**src/rtl/quiz_round_controller.sv**
```systemverilog
// Two-player quiz round controller: synchronized active-low remote keys,
// round-robin tie-break, per-question lockout, timeout and result hold.
module quiz_round_controller #(
   parameter int RESULT_CYCLES = 50000000,
   parameter int ROUND_TIMEOUT = 500000000,
   parameter int WIN_SCORE     = 5
) (
   input  logic       clk,
   input  logic       rst,
   input  logic       start,
   input  logic [7:0] min_hex_joy,
   input  logic [3:0] ans,
   output logic [3:0] q_idx,
   output logic [3:0] score_p1,
   output logic [3:0] score_p2,
   output logic       lock_p1,
   output logic       lock_p2,
   output logic [1:0] winner,
   output logic       beep,
   output logic       busy
);

   localparam int TW = $clog2(ROUND_TIMEOUT + 1);
   localparam int RW = $clog2(RESULT_CYCLES + 1);
   localparam logic [TW-1:0] TMR_LAST = TW'(ROUND_TIMEOUT - 1);
   localparam logic [RW-1:0] RES_LAST = RW'(RESULT_CYCLES - 1);
   localparam logic [3:0]    WIN      = 4'(WIN_SCORE);

   typedef enum logic [1:0] {
      S_IDLE,
      S_ASK,
      S_RESULT,
      S_OVER
   } state_t;

   state_t        state_q, state_d;
   logic [7:0]    sync1_q, sync2_q, prev_q;
   logic [3:0]    q_idx_q, q_idx_d;
   logic [3:0]    s1_q, s1_d;
   logic [3:0]    s2_q, s2_d;
   logic          lk1_q, lk1_d;
   logic          lk2_q, lk2_d;
   logic [1:0]    win_q, win_d;
   logic          rr_q, rr_d;
   logic [TW-1:0] tmr_q, tmr_d;
   logic [RW-1:0] res_q, res_d;

   logic [3:0] ch1, ch2;
   logic       pr1, pr2, v1, v2, ok1, ok2, tie;
   logic       aw1, aw2, wr1, wr2;

   // Only a clean single-key nibble maps to a choice; anything else is 0.
   function automatic logic [3:0] choice_f(input logic [3:0] nib);
      case (nib)
         4'b0111: return 4'd1;
         4'b1011: return 4'd2;
         4'b1101: return 4'd3;
         4'b1110: return 4'd4;
         default: return 4'd0;
      endcase
   endfunction

   assign ch1 = choice_f(sync2_q[7:4]);
   assign ch2 = choice_f(sync2_q[3:0]);
   assign pr1 = (ch1 != 4'd0) && (prev_q[7:4] == 4'hF);
   assign pr2 = (ch2 != 4'd0) && (prev_q[3:0] == 4'hF);

   // Priority player is judged first; a wrong answer hands over the tie.
   always_comb begin
      v1  = pr1 && !lk1_q;
      v2  = pr2 && !lk2_q;
      ok1 = (ch1 == ans);
      ok2 = (ch2 == ans);
      tie = v1 && v2;
      aw1 = 1'b0;
      aw2 = 1'b0;
      wr1 = 1'b0;
      wr2 = 1'b0;
      if (tie && !rr_q) begin
         if (ok1) begin
            aw1 = 1'b1;
         end else begin
            wr1 = 1'b1;
            aw2 = ok2;
            wr2 = !ok2;
         end
      end else if (tie) begin
         if (ok2) begin
            aw2 = 1'b1;
         end else begin
            wr2 = 1'b1;
            aw1 = ok1;
            wr1 = !ok1;
         end
      end else if (v1) begin
         aw1 = ok1;
         wr1 = !ok1;
      end else if (v2) begin
         aw2 = ok2;
         wr2 = !ok2;
      end
   end

   always_comb begin
      state_d = state_q;
      q_idx_d = q_idx_q;
      s1_d    = s1_q;
      s2_d    = s2_q;
      lk1_d   = lk1_q;
      lk2_d   = lk2_q;
      win_d   = win_q;
      rr_d    = rr_q;
      tmr_d   = tmr_q;
      res_d   = res_q;
      unique case (state_q)
         S_IDLE, S_OVER: begin
            if (start) begin
               q_idx_d = 4'd0;
               s1_d    = 4'd0;
               s2_d    = 4'd0;
               lk1_d   = 1'b0;
               lk2_d   = 1'b0;
               win_d   = 2'd0;
               rr_d    = 1'b0;
               tmr_d   = '0;
               state_d = S_ASK;
            end
         end
         S_ASK: begin
            tmr_d = tmr_q + 1'b1;
            if ((lk1_q && lk2_q) || (tmr_q == TMR_LAST)) begin
               win_d   = 2'd0;
               res_d   = '0;
               state_d = S_RESULT;
            end else begin
               lk1_d = lk1_q | wr1;
               lk2_d = lk2_q | wr2;
               if (tie) rr_d = ~rr_q;
               if (aw1) begin
                  if (s1_q < WIN) s1_d = s1_q + 4'd1;
                  win_d   = 2'd1;
                  res_d   = '0;
                  state_d = S_RESULT;
               end else if (aw2) begin
                  if (s2_q < WIN) s2_d = s2_q + 4'd1;
                  win_d   = 2'd2;
                  res_d   = '0;
                  state_d = S_RESULT;
               end
            end
         end
         S_RESULT: begin
            res_d = res_q + 1'b1;
            if (res_q == RES_LAST) begin
               if ((s1_q == WIN) || (s2_q == WIN)) begin
                  state_d = S_OVER;
               end else begin
                  q_idx_d = (q_idx_q == 4'd9) ? 4'd0 : q_idx_q + 4'd1;
                  lk1_d   = 1'b0;
                  lk2_d   = 1'b0;
                  tmr_d   = '0;
                  state_d = S_ASK;
               end
            end
         end
         default: state_d = S_IDLE;
      endcase
   end

   always_ff @(posedge clk or posedge rst) begin
      if (rst) begin
         state_q <= S_IDLE;
         sync1_q <= 8'hFF;
         sync2_q <= 8'hFF;
         prev_q  <= 8'hFF;
         q_idx_q <= 4'd0;
         s1_q    <= 4'd0;
         s2_q    <= 4'd0;
         lk1_q   <= 1'b0;
         lk2_q   <= 1'b0;
         win_q   <= 2'd0;
         rr_q    <= 1'b0;
         tmr_q   <= '0;
         res_q   <= '0;
      end else begin
         state_q <= state_d;
         sync1_q <= min_hex_joy;
         sync2_q <= sync1_q;
         prev_q  <= sync2_q;
         q_idx_q <= q_idx_d;
         s1_q    <= s1_d;
         s2_q    <= s2_d;
         lk1_q   <= lk1_d;
         lk2_q   <= lk2_d;
         win_q   <= win_d;
         rr_q    <= rr_d;
         tmr_q   <= tmr_d;
         res_q   <= res_d;
      end
   end

   assign q_idx    = q_idx_q;
   assign score_p1 = s1_q;
   assign score_p2 = s2_q;
   assign lock_p1  = lk1_q;
   assign lock_p2  = lk2_q;
   assign winner   = win_q;
   assign beep     = (state_q == S_OVER);
   assign busy     = (state_q == S_ASK) || (state_q == S_RESULT);

endmodule

```
**config.mk**
```make
export PLATFORM = sky130hd
export DESIGN_NAME = quiz_round_controller
export DESIGN_NICKNAME = d
export VERILOG_FILES = /design/src/rtl/quiz_round_controller.sv
export SDC_FILE = /design/constraint.sdc
export NUM_CORES = 1
export LEC_CHECK = 0
export ABC_AREA = 1
export CAP_MARGIN = 10
export CELL_PAD_IN_SITES_DETAIL_PLACEMENT = 0
export CELL_PAD_IN_SITES_GLOBAL_PLACEMENT = 1
export CORE_MARGIN = 5
export CORE_UTILIZATION = 46
export CTS_BUF_LIST = sky130_fd_sc_hd__clkbuf_8
export DETAILED_ROUTE_END_ITERATION = 7
export PLACE_DENSITY = 0.8
export REMOVE_ABC_BUFFERS = 1
export SYNTH_ARGS = -nofsm -noshare
export SYNTH_HDL_FRONTEND = slang
export SYNTH_SLANG_ARGS = --single-unit
```
**constraint.sdc**
```tcl
create_clock -name clk -period 4.3 [get_ports clk]
set_input_delay 1.075 -clock clk [delete_from_list [all_inputs] [get_ports clk]]
set_output_delay 1.075 -clock clk [all_outputs]
set_load 0.05 [all_outputs]
```
# Yosys cells after proc, flatten, opt, wreduce, memory -nomap -nowiden
# Index checks and enable logic that the tools add are counted.
op_classes:
  add_sub_neg: 5
  n_lt_le_gt_ge: 2
  n_eq_ne: 31
  mux: 67
  n_bitwise: 3
  reduce_logical: 31
ops:
  columns: ["operator", "count"]
  rows:
  - ["$mux W29", 3]
  - ["$pmux W29 S3", 1]
  - ["$mux W26", 3]
  - ["$pmux W26 S2", 1]
  - ["$mux W4", 11]
  - ["$eq A4 B4 Y1 const B", 9]
  - ["$add A29 B1 Y29 const B", 1]
  - ["$eq A29 B29 Y1 const B", 1]
  - ["$mux W1", 29]
  - ["$add A26 B1 Y26 const B", 1]
  - ["$eq A26 B26 Y1 const B", 1]
  - ["$pmux W3 S4", 2]
  - ["$pmux W4 S2", 3]
  - ["$ne A2 B2 Y1 const B", 10]
  - ["$mux W2", 9]
  - ["$eq A4 B3 Y1 const B", 4]
  - ["$add A4 B1 Y4 const B", 3]
  - ["$reduce_and A4 Y1", 3]
  - ["$reduce_and A3 Y1", 3]
  - ["$eq A4 B4 Y1", 2]
  - ["$lt A4 B3 Y1 const B", 2]
  - ["$reduce_bool A4 Y1", 2]
  - ["$logic_and A1 B1 Y1", 7]
  - ["$pmux W1 S3", 2]
  - ["other kinds (16)", 26]
word_totals:
  register_bits: 98
  in_bits: 15
  out_inout_bits: 18
  elab_cells: 152

# Depth between registers and ports, before layout
depth:
  word_depth: 13
  depth_mapped: 14
  depth_no_buf: 14

# Worst setup path after synthesis
# Ideal clock, no wire load.
synth_path:
  path_type: "register to output"
  startpoint: "reg state_q[0]"
  endpoint: "out busy"
  arrival_time_ps: 1775
  t_required_ps: 3225
  slack_ps: 1450
  stages_incl_launch_ff: 6
  path_buffers: 2
  path_cell_list: "dfrtp_1 > inv_1 > ha_1 > inv_1 > clkbuf_1 > clkbuf_1"
synth_via:
  elab_chain_len: 2
  elab_cells_between_ends: 3
  cone_classes: "eq/ne (2); reduce/logical (1)"
synth_lines:
  columns: ["item", "line_no", "source"]
  rows:
  - ["from (decl)", "36", "state_t state_q, state_d;"]
  - ["from (signal assigned)", "186", "state_q <= state_d;"]
  - ["$eq A2 B1 Y1 or $eq A2 B2 Y1 (tied branches)", "209", "assign busy = (state_q == S_ASK) || (state_q == S_RESULT);"]
  - ["$logic_or A1 B1 Y1 *", "209", null]
  - ["to (decl)", "20", "output logic busy"]
# Every way passes the cells marked *; elsewhere a longest branch is shown, timed or not.

# Worst setup path after layout
# Ends and elaborated chain as after synthesis.

==> results.cfg <==
[status]
status = finished clean

[yosys]
async_flop_share_pct = 100
yosys.area_share.simple_pct = 38.2
synth_cells = 822
ys_seq_area_share_pct = 40.7
yosysUniqueCellTypes = 43
avgSynthCellArea_um2 = 7.41
synth_adder_area_share_pct = 2.87
synth_xor_area_share_pct = 4.74
yosysWarningCount = 0
synth_top_family_by_area = simple AND/OR/NAND/NOR gates
yosys.area.top_type = dfrtp_1
synth_area_leaders = dfrtp_1, nand2_1, dfstp_2
synth-edff-count = 0
synth_compound_area_share_pct = 6.08
synthMuxAreaShare_pct = 0
synth_seq_cells = 98
yosys.area.top_type_share_pct = 30.4
dominantRegCellSynth = dfrtp_1
syn_area_um2 = 6090

[placed_design]
routabilityCongestion = 0.889
dp_hpwl_um = 10700
post-place-cells = 1014
port_buffers = 32

[routing]
drt_wl_total_um = 14600
drtPass1Iterations = 7
dr_total_vias = 5301
via_per_inst = 5.15
drc_errors = 0
antenna_left = 0
drtIter0Drc = 349
wire_per_inst_um = 14.2

[clock_tree]
insertion_delay_ns = 0.39
htree_num_levels = 3
cts_setup_buffers = 0
cts.repair.resized = 0
hold_buffers = 0
cts_buffers = 9
clockRootBuffer = clkbuf_8
tritoncts = done
cts_sinks = 98
cts_max_path_buffers = 2
clk_pin_slew_ns = 0.09

[power]
p_total_uw = 2780
p_comb_share_pct = 40.4
switchingPower_uw = 1280
internal-power_uw = 1500
p_clk_share_pct = 21.3
p_leak_uw = 0.00294
switching_share_pct = 46.0
p_per_area_nw_per_um2 = 411
vdd_ir_drop_max_v = 0.000694
seqPwrFrac_pct = 38.4

[global_routing]
met2_usage_pct = 31.3
grt_max_degree = 52
met1_usage_pct = 26.2
grt_pass1_vias = 5093
top_usage_layer = met2
grt_pass1_wl_um = 24900
gr-total-overflow = 0
grt_antenna_before_repair = 0
grt.total_usage_pct = 19.2
grtUsageMet3_pct = 2.90

[die]
die_h_um = 125
start_util_pct = 46.4
row_count = 42
fp.dieW_um = 125
pin_count = 33
core_region_area_um2 = 13100
die_area_um2 = 15700

[layout]
fin_util_pct = 51.4
area.sequential_um2 = 2480
multi_input_area_um2 = 3160
final_cell_mix = nand2_1, nor2_1, inv_1
nFillCells = 1272
area_growth_pct = 10.9
mostFrequentLayoutCell = nand2_1
antennaDiodeCount = 0
drive_gt1_share_pct = 11.0
fin_cells = 1030
nets = 878

[min_path]
hold_class = reg -> reg

[sta]
maxSlewViolCount = 0
skew_ns = 0.0144
setup_viol = 0
finalCritPeriodShare_pct = 74.2
rsz0062_at_grt = no
slew_headroom_pct = 42.0
fmax_ghz = 0.313
period_minus_slack_ns = 3.19
hold_violations = 0
tightest_slew_ns = 0.868
finalSetupTns_ns = 0

[critical_path]
worst_setup_path_end_kind = output port
cp_max_fo = 5
worstSetupPathType = reg -> out
worstPathRequired_ns = 3.22
cp.arrival_ns = 2.12
critPathLaunchType = register

[run]
cap_violations = 0
==> critical path, cell delays in order (launching register included) <==
cell and delay [ns]:
dfrtp_1 0.42, inv_1 0.06, ha_1 0.35, inv_1 0.10
clkdlybuf4s50_1 0.80
==> registers in the layout (all words and copies together), names as in the netlist <==
signal / cells
score_p1: 4
winner: 2
tmr_q: 29
prev_q: 8
score_p2: 4
state_q: 2
sync2_q: 8
sync1_q: 8
rr_q: 1
lock_p1: 1
res_q: 26
q_idx: 4
lock_p2: 1
==> routing by layer <==
| layer | routed length, um | up-vias | share of wire, % |
|---|---|---|---|
| met5 | 0 | - | 0 |
| met4 | 218 | 0 | 1.5 |
| met3 | 534 | 15 | 3.7 |
| met2 | 6840 | 90 | 47 |
| met1 | 7020 | 2486 | 48 |
| li1 | - | 2710 | - |
==> Yosys cell counts, drive strengths merged, types with 8 or more instances <==
library cell and n:
ha 14, o21ai 26, nor4 10, xnor2 12, nand2 239, nor3 24
clkbuf 11, xor2 21, o31ai 8, a21oi 15, nand4 32, inv 86
dfrtp 74, buf 10, nor2 109, nand3 84, dfstp 24
==> metrics by stage <==
stage	setup slack, ns	hold slack (ns)	instance area [um2]
3_3_place_gp	1.05	0.346	6570
5_1_grt	1.01	0.368	6760
2_1_floorplan	0.703	0.345	5980
6_report	1.11	0.361	6760
4_1_cts	1.07	0.361	6760
3_5_place_dp	0.996	0.347	6570
==> cell families after synthesis <==
logic type / after synthesis
and+or+nand+nor: 507
adders and majority gates: 14
buffers and inverters: 110
DFF: 98
AOI/OAI and AO/OA: 60
xor gates and xnor gates: 33
==> cell type report <==
cell class | instances | area share, %
clock buffer | 9 | 1.83
clock inverter | 7 | 0.926
inverter | 89 | 4.98
multi-input combinational | 614 | 46.8
sequential | 98 | 36.7
tap | 176 | 3.26
timing repair buffer | 37 | 5.48
==> power groups by stage <==
stage	clock [uW]	sequential, uW	combinational (uW)
final	590	1070	1120
after global routing	651	1080	1220
after CTS	612	1070	1130
after detailed placement	0	1080	1120
after global placement	0	1080	1110
after floorplan	0	1150	661
==> worst paths after layout <==
kind	depth (start not counted)	startpoint	endpoint	slack (ns)
max in group asynchronous	3	rst	prev_q[1]	2.47
min in group asynchronous	2	rst	rr_q	1.12
max reg2reg	13	state_q[0]	q_idx[0]	1.39
min	0	sync1_q[0]	sync2_q[0]	0.36
min reg2reg	0	sync1_q[0]	sync2_q[0]	0.36
max	4	state_q[0]	busy	1.11
Power figures use the tool's default switching activity.
